**src/rtl/mem_access_unit.sv**
```systemverilog
// Load/store access unit: turns a combinational exec memory request into a
// req/ack data-bus transaction, with alignment check, timeout and flush drain.
module mem_access_unit #(
  parameter int unsigned TIMEOUT_CYCLES = 64,
  parameter logic [31:0] ERR_DATA       = 32'h0
) (
  input  logic        clk,
  input  logic        rst_n,
  input  logic        mau_read_en_in,
  input  logic        mau_write_en_in,
  input  logic [31:0] mau_addr_in,
  input  logic [31:0] mau_wdata_in,
  input  logic [3:0]  mau_byte_num_in,
  output logic        mau_valid_out,
  output logic [31:0] mau_rdata_out,
  output logic        mau_err_out,
  output logic        bus_req_out,
  output logic        bus_we_out,
  output logic [31:0] bus_addr_out,
  output logic [31:0] bus_wdata_out,
  output logic [3:0]  bus_be_out,
  input  logic        bus_ack_in,
  input  logic [31:0] bus_rdata_in
);

  typedef enum logic [1:0] {IDLE = 2'd0, REQ = 2'd1, DONE = 2'd2, DRAIN = 2'd3} state_t;

  localparam logic [7:0] TMO_LAST = 8'(TIMEOUT_CYCLES - 1);

  state_t      state_q, state_d;
  logic [7:0]  cnt_q, cnt_d;
  logic        wdrawn_q, wdrawn_d;
  logic [1:0]  off_q, off_d;
  logic        valid_q, valid_d;
  logic        err_q, err_d;
  logic [31:0] rdata_q, rdata_d;
  logic        req_q, req_d;
  logic        we_q, we_d;
  logic [31:0] baddr_q, baddr_d;
  logic [31:0] bwdata_q, bwdata_d;
  logic [3:0]  be_q, be_d;
  logic        any_req_s;
  logic        withdraw_s;

  // Unsupported size masks count as misaligned, so exec always gets an answer.
  function automatic logic misaligned_f(input logic [3:0] mask, input logic [1:0] off);
    case (mask)
      4'b0001: misaligned_f = 1'b0;
      4'b0011: misaligned_f = off[0];
      4'b1111: misaligned_f = |off;
      default: misaligned_f = 1'b1;
    endcase
  endfunction

  assign any_req_s  = mau_read_en_in | mau_write_en_in;
  assign withdraw_s = wdrawn_q | ~any_req_s;

  // Next-state and registered-output computation.
  always_comb begin
    state_d  = state_q;
    cnt_d    = cnt_q;
    wdrawn_d = wdrawn_q;
    off_d    = off_q;
    valid_d  = 1'b0;
    err_d    = 1'b0;
    rdata_d  = rdata_q;
    req_d    = req_q;
    we_d     = we_q;
    baddr_d  = baddr_q;
    bwdata_d = bwdata_q;
    be_d     = be_q;
    case (state_q)
      IDLE: begin
        if (!any_req_s) begin
          state_d = IDLE;
        end else if (misaligned_f(mau_byte_num_in, mau_addr_in[1:0])) begin
          state_d = DONE;
          valid_d = 1'b1;
          err_d   = 1'b1;
          rdata_d = ERR_DATA;
        end else begin
          state_d  = REQ;
          req_d    = 1'b1;
          we_d     = ~mau_read_en_in;
          baddr_d  = {mau_addr_in[31:2], 2'b00};
          be_d     = 4'(mau_byte_num_in << mau_addr_in[1:0]);
          bwdata_d = mau_wdata_in << {mau_addr_in[1:0], 3'b000};
          off_d    = mau_addr_in[1:0];
          cnt_d    = 8'd0;
          wdrawn_d = 1'b0;
        end
      end
      REQ: begin
        if (bus_ack_in) begin
          req_d = 1'b0;
          if (withdraw_s) begin
            state_d = DRAIN;
          end else begin
            state_d = DONE;
            valid_d = 1'b1;
            rdata_d = we_q ? 32'h0 : (bus_rdata_in >> {off_q, 3'b000});
          end
        end else if (cnt_q == TMO_LAST) begin
          req_d   = 1'b0;
          state_d = DONE;
          valid_d = 1'b1;
          err_d   = 1'b1;
          rdata_d = ERR_DATA;
        end else begin
          cnt_d    = cnt_q + 8'd1;
          wdrawn_d = withdraw_s;
        end
      end
      DONE:    state_d = IDLE;
      DRAIN:   state_d = IDLE;
      default: begin
        state_d = IDLE;
        req_d   = 1'b0;
      end
    endcase
  end

  // State and output registers; reset drops any in-flight request at once.
  always_ff @(posedge clk or negedge rst_n) begin
    if (!rst_n) begin
      state_q  <= IDLE;
      cnt_q    <= 8'd0;
      wdrawn_q <= 1'b0;
      off_q    <= 2'd0;
      valid_q  <= 1'b0;
      err_q    <= 1'b0;
      rdata_q  <= 32'h0;
      req_q    <= 1'b0;
      we_q     <= 1'b0;
      baddr_q  <= 32'h0;
      bwdata_q <= 32'h0;
      be_q     <= 4'h0;
    end else begin
      state_q  <= state_d;
      cnt_q    <= cnt_d;
      wdrawn_q <= wdrawn_d;
      off_q    <= off_d;
      valid_q  <= valid_d;
      err_q    <= err_d;
      rdata_q  <= rdata_d;
      req_q    <= req_d;
      we_q     <= we_d;
      baddr_q  <= baddr_d;
      bwdata_q <= bwdata_d;
      be_q     <= be_d;
    end
  end

  assign mau_valid_out = valid_q;
  assign mau_err_out   = err_q;
  assign mau_rdata_out = rdata_q;
  assign bus_req_out   = req_q;
  assign bus_we_out    = we_q;
  assign bus_addr_out  = baddr_q;
  assign bus_wdata_out = bwdata_q;
  assign bus_be_out    = be_q;

endmodule

```
**config.mk**
```make
export PLATFORM = sky130hd
export DESIGN_NAME = mem_access_unit
export DESIGN_NICKNAME = d
export VERILOG_FILES = /design/src/rtl/mem_access_unit.sv
export SDC_FILE = /design/constraint.sdc
export NUM_CORES = 1
export LEC_CHECK = 0
export BUFFER_PORTS_ARGS = -buffer_cell sky130_fd_sc_hd__buf_2
export CORE_ASPECT_RATIO = 0.8
export CORE_MARGIN = 4
export CORE_UTILIZATION = 50
export CTS_BUF_LIST = sky130_fd_sc_hd__clkbuf_4 sky130_fd_sc_hd__clkbuf_8
export CTS_CLUSTER_SIZE = 12
export DETAILED_ROUTE_END_ITERATION = 16
export GPL_TIMING_DRIVEN = 0
export PLACE_DENSITY = 0.81
export SLEW_MARGIN = 0
export SYNTH_ARGS = -nofsm -noshare
export SYNTH_HDL_FRONTEND = slang
export SYNTH_SLANG_ARGS = --single-unit
```
**constraint.sdc**
```tcl
create_clock -name clk -period 3.5 [get_ports clk]
set_input_delay 0.7 -clock clk [delete_from_list [all_inputs] [get_ports clk]]
set_output_delay 0.7 -clock clk [all_outputs]
set_load 0.02 [all_outputs]
```
==> results of run 1 <==
-- power breakdown --
part	leakage [uW]	internal [uW]	switching, uW
registers	0.00149	1720	234
clock network	0.000205	729	552
logic	0.00199	831	1220
-- state kept, by name, indices dropped and copies added, names as in the netlist --
register and cells:
bus_addr_out 30, mau_valid_out 1, bus_wdata_out 32, mau_err_out 1, off_q 2, bus_we_out 1
cnt_q 8, bus_req_out 1, bus_be_out 4, mau_rdata_out 32, state_q 2, wdrawn_q 1
-- synthesized netlist by cell type (2+ instances only) --
master	n	area share (%)
o31a_1	2	0.31
a2bb2oi_1	8	1.2
o21ai_0	32	2.8
inv_1	15	0.99
o22a_1	2	0.31
buf_6	3	0.59
o31ai_1	8	1.1
dfrtp_1	115	51
nand2b_1	2	0.22
buf_4	7	0.92
mux2_2	71	14
nor2b_1	19	2.1
buf_2	10	0.88
nor2_1	23	1.5
a211oi_1	25	3.3
nor3_1	4	0.35
mux2_4	3	0.79
mux2i_1	43	7.6
o21bai_1	2	0.26
nand3_1	3	0.26
a21oi_1	17	1.5
clkbuf_1	13	0.86
buf_1	4	0.26
nand2_1	33	2.2
nand4bb_1	2	0.40
o21a_1	3	0.40
o41ai_1	9	1.4
-- cells by family after synthesis --
| group | Yosys count | synth area share [%] |
|---|---|---|
| compound gates | 115 | 13.77 |
| mux | 117 | 22.38 |
| other cells | 1 | 0.06583 |
| buf+inv | 52 | 4.502 |
| fa+ha+maj | 1 | 0.2196 |
| simple gates | 95 | 8.390 |
| xor+xnor | 1 | 0.1538 |
| flops | 115 | 50.52 |
-- final timing paths --
path,cells after the start,slack [ps],end
max in group asynchronous,2,2470,bus_addr_out[20]$_DFFE_PN0P_
setup / recovery,5,1340,bus_addr_out[29]$_DFFE_PN0P_
min in group clk,1,500,bus_addr_out[27]$_DFFE_PN0P_
setup reg to reg,5,1340,bus_addr_out[29]$_DFFE_PN0P_
hold reg to reg,1,500,bus_addr_out[27]$_DFFE_PN0P_
hold / removal,1,270,bus_wdata_out[7]$_DFFE_PN0P_
-- per-layer routing --
metal | track usage, % | wire [um]
met3 | 7.546 | 1407
met2 | 40.19 | 7789
met4 | 8.079 | 241
met5 | 0 | 0
met1 | 33.43 | 6958
-- per-stage QoR --
stage / cell area (sq um) / hold WS, ps
after global placement: 6912 / 483.6
after detailed placement: 6942 / 487.7
final: 7356 / 274.9
after CTS: 7356 / 281.3
after global routing: 7356 / 302.9
after floorplan: 5700 / 404.4
-- layout make-up --
| type | instances | area (sq um) | area share (%) |
|---|---|---|---|
| flip-flops and latches | 115 | 2878 | 39.12 |
| clock buffers | 19 | 255.2 | 3.470 |
| well taps | 144 | 180.2 | 2.449 |
| repair buffers | 207 | 1061 | 14.42 |
| multi-input cells | 331 | 2566 | 34.89 |
| clock inverters | 13 | 158.9 | 2.160 |
| inverters | 15 | 56.30 | 0.7654 |
| plain buffers | 37 | 200.2 | 2.722 |
==> metrics.txt, run 1 <==
vias between 4000 and 5000; Setup Crit Path Kind register to register; Reg clk slew, reported paths 70 ps; crit path time final between 2000 and 2500 ps; CTS H-tree depth 4; asr flop ratio synth 100.0%; post-route antenna net violation count 0; CTS root buffer clkbuf_8; Max Fclk 463.5 MHz; initial detailed-routing violation count roughly 360; r2r startpoint state_q[1]$_DFFE_PN0P_; post-synthesis sequential area ratio 50.52%; Max VDD drop a little over 0.0006 V; CP peak stage delay 490 ps; Synth-to-Final Area Change 29.12%; Initial Util 51.70%; hpwl dp 12590 um; Final period util 61.64%; Core Box Area 11020 sq um; register bit total from synthesis 115; layout net count 830; WL/cell 18.61 um; max-slew violations 0; layout cell share with drive strength beyond 1 46.00%; worst slew pin tran about 830 ps; all-layer global routing usage 25.18%; Critical Path Start state_q[1]$_DFFE_PN0P_; RSZ-0062 raised after global routing no; Post-Route Setup TNS 0 ps; CP Data Arrival Time 2460 ps; first-pass GRT wire length 25910 um; final setup margin about 1300 ps; final hold violations 0; Clock Latency Late Sink approximately 430 ps; commonest non-fill, non-tap cell in the layout buf_2; IO Pins 209; EDFF count, synth 0; buffers and inverters on the worst path 1; hold-fix buffers at CTS 0; outcome finished clean; Site Rows 34; Critical-path top delay cell nor2_2; via/cell ratio between 5 and 6; vias in the first global route 4993; routability congestion estimate 0.9517; Distinct cells, synth 46; Slew headroom between 40% and 50%; Num Clock Sinks 115; Tot Pwr 5289 uW; antenna violations before repair 0; Placed Cells 849; worst path cell trace nor2_1 > o21ai_1 > nor2_2 > buf_4 > mux2_2; Lkg Pwr 0.003689 uW; total CTS buffers 17; post_cts resized 0; top_reg_cell synth dfrtp_1; First-pass DRT Iterations 4; ANT cells 0; pin count of the biggest net entering global routing 72; MaxCap Viol Count 0; number of synthesis warnings 0; port bufs around 200; Longest Clk Path Bufs 2; Post-Synthesis Cell Area 5697 sq um; most frequent cells in the layout buf_2, dfrtp_1, mux2_2, mux2i_1, nand2_1; DRT Wirelength 16400 um; pwr/cell area between 700 and 800 nW/um^2; Fill cells roughly 840; CP required 3800 ps; Setup Fix Bufs, Post-CTS 0; Clock Skew 15.63 ps; worst slack, placed 933.2 ps; Final Util roughly 67%; Overflow after GRT 0; CP Launch Type register; die height 103.5 um; Worst Setup End Kind register; Synth Instances 497; Top delay family on crit path simple AND/OR/NAND/NOR gates; Final Setup Violations 0; CTS tree built; # DRC 0; crit-path max FO 10; worst hold path class input port to async pin; Die X 127.3 um; syn avg cell area 11.46 sq um; Die ar. 13180 sq um; Finished Layout Cells around 880
Power figures use the tool's default switching activity.
==> inputs of run 2 (changes only) <==
- clock period: 3.5 -> 2.05 ns (I/O delays scaled with it)
==> metrics.txt, run 2 (synthesis gave the netlist of run 1 again) <==
layout cell share with drive strength beyond 1 46.77%; Longest Clk Path Bufs 2; First-pass DRT Iterations 5; Die ar. 13180 sq um; Placed Cells roughly 850; outcome finished clean; routability congestion estimate 0.9517; crit-path max FO 10; DRT Wirelength 16580 um; fin area 7430 sq um; max-slew violations 0; Initial Util 51.70%; Final Util 67.43%; Synth-to-Final Area Change 30.42%; Site Rows 34; Setup Crit Path Kind register to register; CP Launch Type register; layout net count about 840; Slew headroom 57.09%; pwr/cell area 1221 nW/um^2; # DRC 0; ANT cells 0; MaxCap Viol Count 0; vias in the first global route 5000; worst path cell trace ha_1 > nand3_2 > nor4_4 > a211oi_4 > buf_4 > buf_6 > mux2_2; all-layer global routing usage 25.22%; CTS root buffer clkbuf_8; worst slew pin tran 641.2 ps; CTS H-tree depth 4; Max Fclk approximately 500 MHz; initial detailed-routing violation count 319; Clock Skew 15.63 ps; Critical Path Start cnt_q[0]$_DFFE_PN0P_; final hold violations 0; Clock Latency Late Sink 430 ps; crit path time final 1942 ps; Top delay family on crit path flip-flops; post-route antenna net violation count 0; DP Area 6942 sq um; switching share of power 37.89%; Lkg Pwr approximately 0.0037 uW; r2r startpoint cnt_q[0]$_DFFE_PN0P_; Max VDD drop 0.001049 V; Clk pwr share between 20% and 30%; Internal Pwr Total 5634 uW; Num Clock Sinks 115; vias 4865; pin count of the biggest net entering global routing 72; Die X roughly 130 um; CTS tree built; via/cell ratio 5.479; Finished Layout Cells 888; Overflow after GRT 0; Flop pwr share a little under two fifths; Final Setup Violations 0; IO Pins 209; Comb power frac 39.1%; Reg clk slew, reported paths ~70 ps; die height 103.5 um; hpwl dp 12590 um; port bufs about 210; total CTS buffers 17; Sw Pwr 3437 uW; Core Box Area 11020 sq um; RSZ-0062 raised after global routing no; most frequent cells in the layout buf_2, dfrtp_1, mux2_2, mux2i_1, nand2_1; WL/cell around 19 um; HP Start mau_addr_in[31]; CP peak stage delay 430 ps; Final period util a little over nine tenths; buffers and inverters on the worst path 2; CP Data Arrival Time 2240 ps; commonest non-fill, non-tap cell in the layout buf_2; antenna violations before repair 0; CP required 2350 ps; Critical-path top delay cell dfrtp_1; first-pass GRT wire length roughly 26000 um; Worst Setup End Kind register; worst hold path class input port to register
-- run 2: worst register-to-register path: cells and delay by family (launching register included) --
family | cells | cell delay, ps
DFF | 1 | 430
buffers and inverters | 2 | 360
muxes | 1 | 360
adders and majority gates | 1 | 260
and+or+nand+nor | 2 | 230
AOI/OAI and AO/OA | 1 | 200
-- run 2: final timing paths --
| kind | to | slack, ps | cells after the start |
|---|---|---|---|
| hold / removal | bus_addr_out[31]$_DFFE_PN0P_ | 220 | 2 |
| min in group asynchronous | bus_wdata_out[12]$_DFFE_PN0P_ | 530 | 2 |
| max in group asynchronous | bus_addr_out[2]$_DFFE_PN0P_ | 760 | 3 |
| setup / recovery | mau_rdata_out[18]$_DFFE_PN0P_ | 110 | 7 |
| setup reg to reg | mau_rdata_out[18]$_DFFE_PN0P_ | 110 | 7 |
| hold reg to reg | bus_addr_out[27]$_DFFE_PN0P_ | 500 | 1 |
-- run 2: metal layers --
| metal | global-route usage (%) | up-vias | part of all wire (%) |
|---|---|---|---|
| met5 | 0 | - | 0 |
| met4 | 8.079 | 0 | 1.4 |
| li1 | - | 2264 | - |
| met2 | 40.27 | 226 | 48 |
| met1 | 33.50 | 2354 | 42 |
| met3 | 7.495 | 21 | 8.8 |
-- run 2: power by group through the flow --
stage | sequential (uW) | clock (uW) | combinational (uW)
final | 3340 | 2180 | 3550
after floorplan | 4080 | 0 | 1510
after CTS | 3340 | 2220 | 3540
after global placement | 3320 | 0 | 3420
after detailed placement | 3360 | 0 | 3500
after global routing | 3430 | 2330 | 3800
-- run 2: repair_timing --
| item | in CTS | in global routing |
|---|---|---|
| gates resized for setup | 2 | 3 |
| hold buffers | 1 | 0 |
| setup endpoints to repair | 68 | 78 |
| buffers inserted | 3 | 3 |
| endpoints found under the hold margin | 32 | 0 |
| pin swaps | 1 | 2 |
-- run 2: final cells by class --
type | instances | area (sq um)
multi-input cells | 331 | 2585
well taps | 144 | 180.2
inverters | 15 | 56.30
plain buffers | 37 | 200.2
flip-flops and latches | 115 | 2878
fillers | 828 | 3588
repair buffers | 214 | 1116
clock buffers | 19 | 255.2
clock inverters | 13 | 158.9
-- run 2: stage by stage --
step                TNS [ps]  hold slack (ps)  worst slack, ps  power, uW
global placement      -93420            483.6           -730.8       6739
detailed placement    -11100            459.9           -226.8       6862
CTS                        0            185.0            4.684       9104
global route               0            186.3            10.33       9561
floorplan                  0            114.4            187.6       5593
finish                     0            215.7            107.5       9071
